File: src/rtl/option_streamer.sv
// Option streamer: buffers header/option entries in a circular FIFO, then streams them to a
// solver, recycling kept options. Define STREAMER_PASS_CNT_EN to add the pass_cnt output.
module option_streamer #(
  parameter int unsigned SIZE  = 3,
  parameter int unsigned DEPTH = 64
) (
  input  logic            clk,
  input  logic            rst_n,
  input  logic            load_valid,
  output logic            load_ready,
  input  logic            load_header,
  input  logic [SIZE-1:0] load_data,
  input  logic            load_done,
  output logic            started,
  output logic [SIZE-1:0] option,
  output logic            valid_op,
  input  logic            put_back_to_FIFO,
  input  logic            solved,
  output logic [6:0]      options_amnt [2*SIZE],
`ifdef STREAMER_PASS_CNT_EN
  output logic [15:0]     pass_cnt,
`endif
  output logic            done
);

  localparam int unsigned Lines   = 2 * SIZE;
  localparam int unsigned PtrW    = $clog2(DEPTH);
  localparam logic [PtrW:0] FullCnt = DEPTH[PtrW:0];
  localparam logic [6:0]  AmntMax = 7'h7f;

  typedef enum logic [1:0] {StIdle, StLoad, StStream, StDone} state_e;

  typedef struct packed {
    logic            hdr;
    logic [SIZE-1:0] data;
  } entry_t;

  function automatic logic line_ok(input logic [SIZE-1:0] l);
    return 32'(l) < Lines;
  endfunction

  state_e          state_q, state_d;
  entry_t          mem_q [DEPTH];
  logic [PtrW-1:0] wptr_q, wptr_d, rptr_q, rptr_d;
  logic [PtrW:0]   cnt_q, cnt_d;
  logic [SIZE-1:0] cur_line_q, cur_line_d;
  logic            cur_vld_q, cur_vld_d;
  logic [SIZE-1:0] pop_line_q, pop_line_d;
  logic [SIZE-1:0] iss_line_q, iss_line_d;
  logic            iss_hdr_q, iss_hdr_d;
  logic [SIZE-1:0] option_q, option_d;
  logic            valid_q, valid_d;
  logic            started_q, started_d;
  logic            first_q, first_d;
  logic            ready_en_q;
  logic [6:0]      amnt_q [Lines];
  logic [6:0]      amnt_d [Lines];
`ifdef STREAMER_PASS_CNT_EN
  logic [15:0]     pass_cnt_q, pass_cnt_d;
`endif

  logic            accept;
  logic            push, pop;
  entry_t          push_data;
  entry_t          head;
  logic            repush;
  logic            drop_opt;
  logic [6:0]      hdr_cnt;

  // ready_en_q keeps load_ready low while reset is asserted and up to the first clock edge.
  assign load_ready = ready_en_q && (state_q == StIdle || state_q == StLoad) &&
                      (cnt_q != FullCnt);
  assign accept     = load_valid && load_ready;
  assign head       = mem_q[rptr_q];
  assign repush     = valid_q && (iss_hdr_q || put_back_to_FIFO);
  assign drop_opt   = valid_q && !iss_hdr_q && !put_back_to_FIFO;

  always_comb begin
    state_d    = state_q;
    cur_line_d = cur_line_q;
    cur_vld_d  = cur_vld_q;
    pop_line_d = pop_line_q;
    iss_line_d = iss_line_q;
    iss_hdr_d  = iss_hdr_q;
    option_d   = option_q;
    valid_d    = 1'b0;
    started_d  = 1'b0;
    first_d    = first_q;
    amnt_d     = amnt_q;
    push       = 1'b0;
    push_data  = '0;
    pop        = 1'b0;
    hdr_cnt    = '0;
`ifdef STREAMER_PASS_CNT_EN
    pass_cnt_d = pass_cnt_q;
`endif

    unique case (state_q)
      StIdle, StLoad: begin
        if (accept) begin
          if (load_header) begin
            push       = 1'b1;
            push_data  = {1'b1, load_data};
            cur_line_d = load_data;
            cur_vld_d  = 1'b1;
          end else if (cur_vld_q) begin
            // Options arriving before any header have no line and are dropped.
            push      = 1'b1;
            push_data = {1'b0, load_data};
            if (line_ok(cur_line_q) && amnt_q[cur_line_q] != AmntMax) begin
              amnt_d[cur_line_q] = amnt_q[cur_line_q] + 7'd1;
            end
          end
        end
        if (state_q == StIdle) begin
          if (load_done) begin
            state_d = StDone;
          end else if (accept) begin
            state_d = StLoad;
          end
        end else if (load_done) begin
          state_d = StStream;
          first_d = 1'b1;
        end
      end

      StStream: begin
        if (drop_opt && line_ok(iss_line_q) && amnt_q[iss_line_q] != '0) begin
          amnt_d[iss_line_q] = amnt_q[iss_line_q] - 7'd1;
        end
        if (repush) begin
          push      = 1'b1;
          push_data = {iss_hdr_q, option_q};
        end
        if (solved) begin
          state_d = StDone;
        end else if (cnt_q != '0) begin
          pop = 1'b1;
          if (head.hdr) begin
            pop_line_d = head.data;
            // amnt_d already reflects the option being retired this cycle.
            if (line_ok(head.data)) begin
              hdr_cnt = amnt_d[head.data];
            end
          end
          if (!head.hdr || hdr_cnt != '0) begin
            valid_d    = 1'b1;
            started_d  = first_q;
            first_d    = 1'b0;
            option_d   = head.data;
            iss_hdr_d  = head.hdr;
            iss_line_d = head.hdr ? head.data : pop_line_q;
`ifdef STREAMER_PASS_CNT_EN
            if (head.hdr && head.data == '0) begin
              pass_cnt_d = pass_cnt_q + 16'd1;
            end
`endif
          end
        end else if (!repush) begin
          state_d = StDone;
        end
      end

      default: ;
    endcase
  end

  always_comb begin
    wptr_d = push ? wptr_q + 1'b1 : wptr_q;
    rptr_d = pop ? rptr_q + 1'b1 : rptr_q;
    unique case ({push, pop})
      2'b10:   cnt_d = cnt_q + 1'b1;
      2'b01:   cnt_d = cnt_q - 1'b1;
      default: cnt_d = cnt_q;
    endcase
  end

  always_ff @(posedge clk) begin
    if (push) begin
      mem_q[wptr_q] <= push_data;
    end
  end

  always_ff @(posedge clk or negedge rst_n) begin
    if (!rst_n) begin
      state_q    <= StIdle;
      wptr_q     <= '0;
      rptr_q     <= '0;
      cnt_q      <= '0;
      cur_line_q <= '0;
      cur_vld_q  <= 1'b0;
      pop_line_q <= '0;
      iss_line_q <= '0;
      iss_hdr_q  <= 1'b0;
      option_q   <= '0;
      valid_q    <= 1'b0;
      started_q  <= 1'b0;
      first_q    <= 1'b0;
      ready_en_q <= 1'b0;
      amnt_q     <= '{default: '0};
`ifdef STREAMER_PASS_CNT_EN
      pass_cnt_q <= '0;
`endif
    end else begin
      state_q    <= state_d;
      wptr_q     <= wptr_d;
      rptr_q     <= rptr_d;
      cnt_q      <= cnt_d;
      cur_line_q <= cur_line_d;
      cur_vld_q  <= cur_vld_d;
      pop_line_q <= pop_line_d;
      iss_line_q <= iss_line_d;
      iss_hdr_q  <= iss_hdr_d;
      option_q   <= option_d;
      valid_q    <= valid_d;
      started_q  <= started_d;
      first_q    <= first_d;
      ready_en_q <= 1'b1;
      amnt_q     <= amnt_d;
`ifdef STREAMER_PASS_CNT_EN
      pass_cnt_q <= pass_cnt_d;
`endif
    end
  end

  assign valid_op     = valid_q;
  assign started      = started_q;
  assign option       = option_q;
  assign done         = (state_q == StDone);
  assign options_amnt = amnt_q;
`ifdef STREAMER_PASS_CNT_EN
  assign pass_cnt     = pass_cnt_q;
`endif

endmodule
File: config.mk
export PLATFORM = sky130hd
export DESIGN_NAME = option_streamer
export DESIGN_NICKNAME = d
export VERILOG_FILES = /design/src/rtl/option_streamer.sv
export SDC_FILE = /design/constraint.sdc
export NUM_CORES = 1
export LEC_CHECK = 0
export ABC_AREA = 1
export ABC_CLOCK_PERIOD_IN_PS = 9800
export CORE_MARGIN = 10
export CORE_UTILIZATION = 34
export DETAILED_ROUTE_END_ITERATION = 12
export PLACE_DENSITY = 0.49
export SYNTH_ARGS = -nofsm -noshare
export SYNTH_HDL_FRONTEND = slang
export SYNTH_SLANG_ARGS = --single-unit
export TNS_END_PERCENT = 1
File: constraint.sdc
create_clock -name clk -period 9.8 [get_ports clk]
set_input_delay 1.96 -clock clk [delete_from_list [all_inputs] [get_ports clk]]
set_output_delay 1.96 -clock clk [all_outputs]
set_load 0.03 [all_outputs]
Word level (Yosys, flattened, before mapping)
Memories as Yosys holds them, arrays and structs flattened.
Cells that the tools add are included.
- word-level logic and storage cells: 155
- bits in writable memories: 256
- output and inout port bits: 49
- bits in registers: 81
- memories kept: 1
- bits of input ports: 10
- mux-type cells: 66
- add/subtract/negate cells: 6
- order comparisons: 8
- bitwise logic cells: 4
- reduce and logical (&&, ||, !) cells: 30
- equal/unequal tests: 20
- memory list (memory ; words ; bits a word ; read ports ; clocked after memory_dff ; wr ports ; RTL line ; text):
    mem_q ; 64 ; 4 ; 1 ; 0 ; 1 ; 43 ; entry_t mem_q [DEPTH];
- operator list (cell ; count):
    2-to-1 mux 42 bit ; 6
    2-to-1 mux 7 bit ; 13
    bitwise mux 42 bit ; 2
    case mux 42 bit (2 select lines) ; 1
    binary-select mux 7 bit (select 3 bit) ; 3
    demux 7 bit (select 3 bit) ; 2
    2-to-1 mux 1 bit ; 22
    nonzero test 7 bit ; 3
    != test 2 bit, second input constant ; 9
    adder 7 x 1 -> 7 bit, second input constant ; 2
    2-to-1 mux 2 bit ; 7
    != test 7 bit, second input constant ; 2
    case mux 7 bit (2 select lines) ; 1
    subtractor 7 x 1 -> 7 bit, second input constant ; 2
    adder 6 x 1 -> 6 bit, second input constant ; 2
    >= comparator 4 bit, second input constant ; 3
    2-to-1 mux 4 bit ; 3
    != test 3 bit, second input constant ; 4
    NOT 3 -> 4 bit ; 3
    logical AND 1 bit ; 11
    AND reduction 5 bit ; 2
    less-than comparator 3 bit, second input constant ; 3
    less-than comparator 4 x 1 -> 1 bit, second input constant ; 2
    case mux 4 bit (2 select lines) ; 1
    other kinds (14) ; 25

Logic depth before layout (Yosys ltp)
- depth in word-level cells: 22
- mapped depth: 28
- depth with buffers taken out: 27

Worst setup path before layout
Ideal clock, no wire load.
- path kind: input-to-reg
- start: input load_valid
- end: memory mem_q[0][0] (netlist name) (data pin)
- arrival time: 4.811 ns
- setup time: 0.702 ns
- setup slack: 4.288 ns
- cell stages on the path: 4
- required time: 9.098 ns
- buffers on the path: 0
- cells stage by stage: nand2_1 inv_1 o21ai_0 o21ai_0
- RTL lines (what ; RTL line ; text):
    start, declared ; 9 ; input logic load_valid,
    end, declared ; 43 ;

Worst setup path in the final report
- start: register rptr_q[0]
- end: register iss_line_q[0]
- word-level cells in the longest chain between the ends: 13
- elaborated cells between the ends (all ways): 16
- classes of those cells: 1 x order compare; 9 x mux; 1 x bitwise; 4 x reduce/logical; 1 x memory
- ends and longest elaborated chain (what ; RTL line ; text):
    start, declared ; 44 ; logic [PtrW-1:0] wptr_q, wptr_d, rptr_q, rptr_d;
    start signal, assigned ; 207 ; rptr_q <= rptr_d;
    memory read (64 x 4 bit) (*) ; n/a ;
    NOT 3 -> 4 bit (implied by the code) ; 143 ; hdr_cnt = amnt_d[head.data];
    binary-select mux 7 bit (select 3 bit) ; 143 ;
    2-to-1 mux 7 bit (implied by the code) (2 in series) ; 143 ;
    2-to-1 mux 7 bit ; 142 ; if (line_ok(head.data)) begin
    2-to-1 mux 7 bit ; 139 ; if (head.hdr) begin
    2-to-1 mux 7 bit ; 137 ; end else if (cnt_q != '0) begin
    2-to-1 mux 7 bit ; 135 ; if (solved) begin
    2-to-1 mux 7 bit ; 98 ; unique case (state_q)
    nonzero test 7 bit ; 146 ; if (!head.hdr || hdr_cnt != '0) begin
    logical OR 1 bit ; 146 ;
    AND reduction 4 bit (no line) ; n/a ;
    end signal, assigned ; 212 ; iss_line_q <= iss_line_d;
    end, declared ; 49 ; logic [SIZE-1:0] iss_line_q, iss_line_d;
Every way passes the cells marked *; elsewhere a longest branch is shown, timed or not. The select of a mux whose other input is x is not followed.
A chain may end at the register's enable or synchronous reset.

==> results.md <==
* Die ar. at between 50000 and 60000 sq um
* Final hold viol count at 0
* Starting Density at approximately 35%
* Setup Buffers After CTS at 0
* Number of flops mapped to enable cells by yosys at ~260
* Leak pwr at about 7.3 nW
* CP Capture Type: flop
* Pin count of the biggest net entering global routing at 84
* Worst Reg-to-Reg Cells at 22
* Slack of the worst reg-to-reg path at roughly 4.0 ns
* Worst setup endpoint: iss_line_q[0]
* Post-Synthesis Cells at approximately 1800
* Total Wirelength at just over 50 mm
* CTS Buf Count at 40
* Dominant synthesized flop cell: edfxtp_1
* Antenna cells at 0
* Period utilisation layout at 59.0%
* Crit path from: rptr_q[0]
* Vias in the first global route at around 13000
* Vert. Die Dim at ~240 um
* Worst Path Arrival at roughly 6.2 ns
* Yosys reg bits at roughly 340
* Rows at 80
* Pwr Density at 330 nW/um^2
* Global route total overflow at 0
* CTS tree: done
* CTS sink cnt at about 340
* Final #Nets at 1823
* Critical path launch point type: flop
* Comb pwr share at 46.2%
* Clock root buffer: clkbuf_16
* Area contributors post-synth: edfxtp_1 (46%), dfrtp_1 (12%), nand2_1 (10%)
* Min Tclk post-route at just under 6 ns
* Peak supply drop at 0.144 mV
* Iter 0 DRT Violations at about 1300
* HPWL Detailed at around 33 mm
* CP required at about 10 ns
* Slew Limit Headroom at between 30% and 40%
* Synth warnings at 0
* Commonest non-fill, non-tap cells in the layout: nand2_1 (447), edfxtp_1 (256), nor2_1 (238)
* Mapped cell area at around 17000 sq um
* Vias per inst at roughly 5.3
* Clock Pin Slew Worst Setup and Hold Paths at 0.06 ns
* Most common cell after layout, fill and taps aside: nand2_1
* Avg WL per Cell at around 21 um
* Hold-fix buffers at CTS at 0
* Maxcap violations at 0
* Int Pwr at ~0.0034 W
* Die width at between 200 and 250 um
* GRT Total Usage at between 10% and 20%
* Drt drc at 0
* Status: completed
* Num ports at between 50 and 60
* Slew Viols, Final at 0
* Power, Total at 0.00626 W
* Share of the synthesized area in the top cell type at between 40% and 50%
* Clock power frac at a little under a quarter
* WHS at 0.478 ns
* Tightest Pin Transition at 1.03 ns
* Setup TNS at 0 ns
* Core area at 47900 sq um
* Clock Latency Late Sink at between 0.5 and 0.6 ns
* Min-delay worst type: flop to flop
* H-Tree Level Count at 2
* Ys async rst share at around a quarter
* Worst Skew at between 0.02 and 0.03 ns
* Max Freq at between 150 and 200 MHz
* Antenna Nets Post-Route at 0
* NetSw at 0.00289 W
* Pre-CTS setup slack at about 3.8 ns
* Post_cts resized at 0
* Switching Share at a little under half
* Synthesized Nets at about 1800
* Register area share after synthesis at 58.7%
* Share of layout cells above drive strength 1 at about 7.7%
* Critical R2R Launch: rptr_q[0]
* Initial antenna violation count at 0
* Unrepaired setup endpoints after global routing: false
* P&R area growth vs syn at 14.3%
* Routability cong. at a little over 0.9
* Setup ws final at roughly 4 ns
* Iteration count of the initial detailed-routing pass at 6
* Unique cell type count in the Yosys netlist at 53
* DR vias at approximately 13000
* Sequential Power Share at 30.4%
* Finish-stage setup viols at 0
* FF-to-FF End: iss_line_q[0]
* Synth area leader: edfxtp_1
* First-pass GRT wire length at roughly 78 mm
* Crit Path Class: flop to flop
* Max FO, Critical Path at 83
* PortBufs at 58
* Clock Tree Buf Depth at 3
* Avg Cell Area, Syn at roughly 9.4 sq um
[worst min path at each step]
| stage | from | to | slack (ns) | cells after the start |
|---|---|---|---|---|
| final | first_q | first_q | 0.48 | 2 |
| after global routing | first_q | first_q | 0.51 | 2 |
| after CTS | first_q | first_q | 0.48 | 2 |
| after detailed placement | first_q | first_q | 0.46 | 2 |
| after global placement | first_q | first_q | 0.46 | 2 |
| after floorplan | first_q | first_q | 0.44 | 2 |
[cell type report]
class / count / area (sq um)
Fill cell: 4775 / 29000
Sequential cell: 337 / 9720
Multi-Input combinational cell: 1211 / 5960
Clock buffer: 49 / 1030
Tap cell: 615 / 769
Timing Repair Buffer: 72 / 683
Inverter: 139 / 528
Clock inverter: 21 / 244
[cells in the mapped netlist, types with 3 or more instances]
cell type and number:
xor2_1 19, buf_2 29, buf_6 4, ha_1 11
o21ai_2 4, o211ai_1 25, nand2_1 448, edfxtp_1 256
o221ai_1 44, nand3b_1 3, xnor2_1 3, inv_1 122
nand4_1 25, nor2_2 5, o21ai_1 4, nand3_1 126
clkbuf_1 29, nor2_4 5, nor2_1 239, dfrtp_1 81
nor3_1 9, a21oi_1 15, nand3_4 3, o21ai_0 150
o22ai_1 29, buf_1 4, nand2_2 15, buf_4 9
nor4_1 5, inv_2 14
[power groups by stage]
stage               clock network [W]  logic, W  registers (W)
floorplan                           0   0.00189        0.00195
global placement                    0   0.00286        0.00193
detailed placement                  0   0.00286        0.00193
CTS                           0.00150   0.00288        0.00190
global route                  0.00156   0.00318        0.00193
finish                        0.00146   0.00289        0.00190
[critical path, stage by stage, from the launching register on]
cell and delay (ns):
dfrtp_4 0.85, clkinv_2 0.68, buf_4 0.60, nand2_1 0.15, nand3_1 0.08, nand3_1 0.11
nand2_1 0.07, nor2_1 0.16, nand2_1 0.08, nand3_1 0.09, nand2_1 0.59, inv_1 0.95
nand3_1 0.15, nand2_1 0.10, nand4_1 0.14, nand2_1 0.17, nand2_1 0.07, nand2_1 0.10
nand2_2 0.09, nand3_4 0.13, inv_6 0.07, nand2_2 0.06, o21ai_2 0.05
[metrics by stage]
stage,instance area (sq um),util (%),std cells
6_report,18900,39.5,2444
5_1_grt,18900,39.5,2444
4_1_cts,18900,39.5,2444
3_5_place_dp,17700,36.8,2374
3_3_place_gp,17700,36.8,2374
2_1_floorplan,16600,-,1764
[state kept, by name, indices dropped and copies added, names as in the netlist, 2 cells and up]
signal / flops
mem_q: 256
options_amnt: 42
cnt_q: 7
rptr_q: 6
wptr_q: 6
cur_line_q: 3
iss_line_q: 3
option: 3
pop_line_q: 3
state_q: 2
[cells by family after synthesis]
kind of cell    count (synthesis)  synth area share [%]
compound gates                281                  10.4
xor+xnor                       23                  1.26
fa+ha+maj                      12                 0.952
buf+inv                       216                  5.64
flops                         337                  58.7
other cells                     1                0.0226
simple gates                  894                  23.1
[routing by layer]
metal  vias to the layer above  GRT usage, %  wire length, um
li1                       6137             -                -
met1                      6353          24.8            23800
met2                       465          27.1            22900
met3                        76          3.25             3490
met4                         0          4.83             1110
met5                         -             0                0
(Power assumes the default switching activity.)
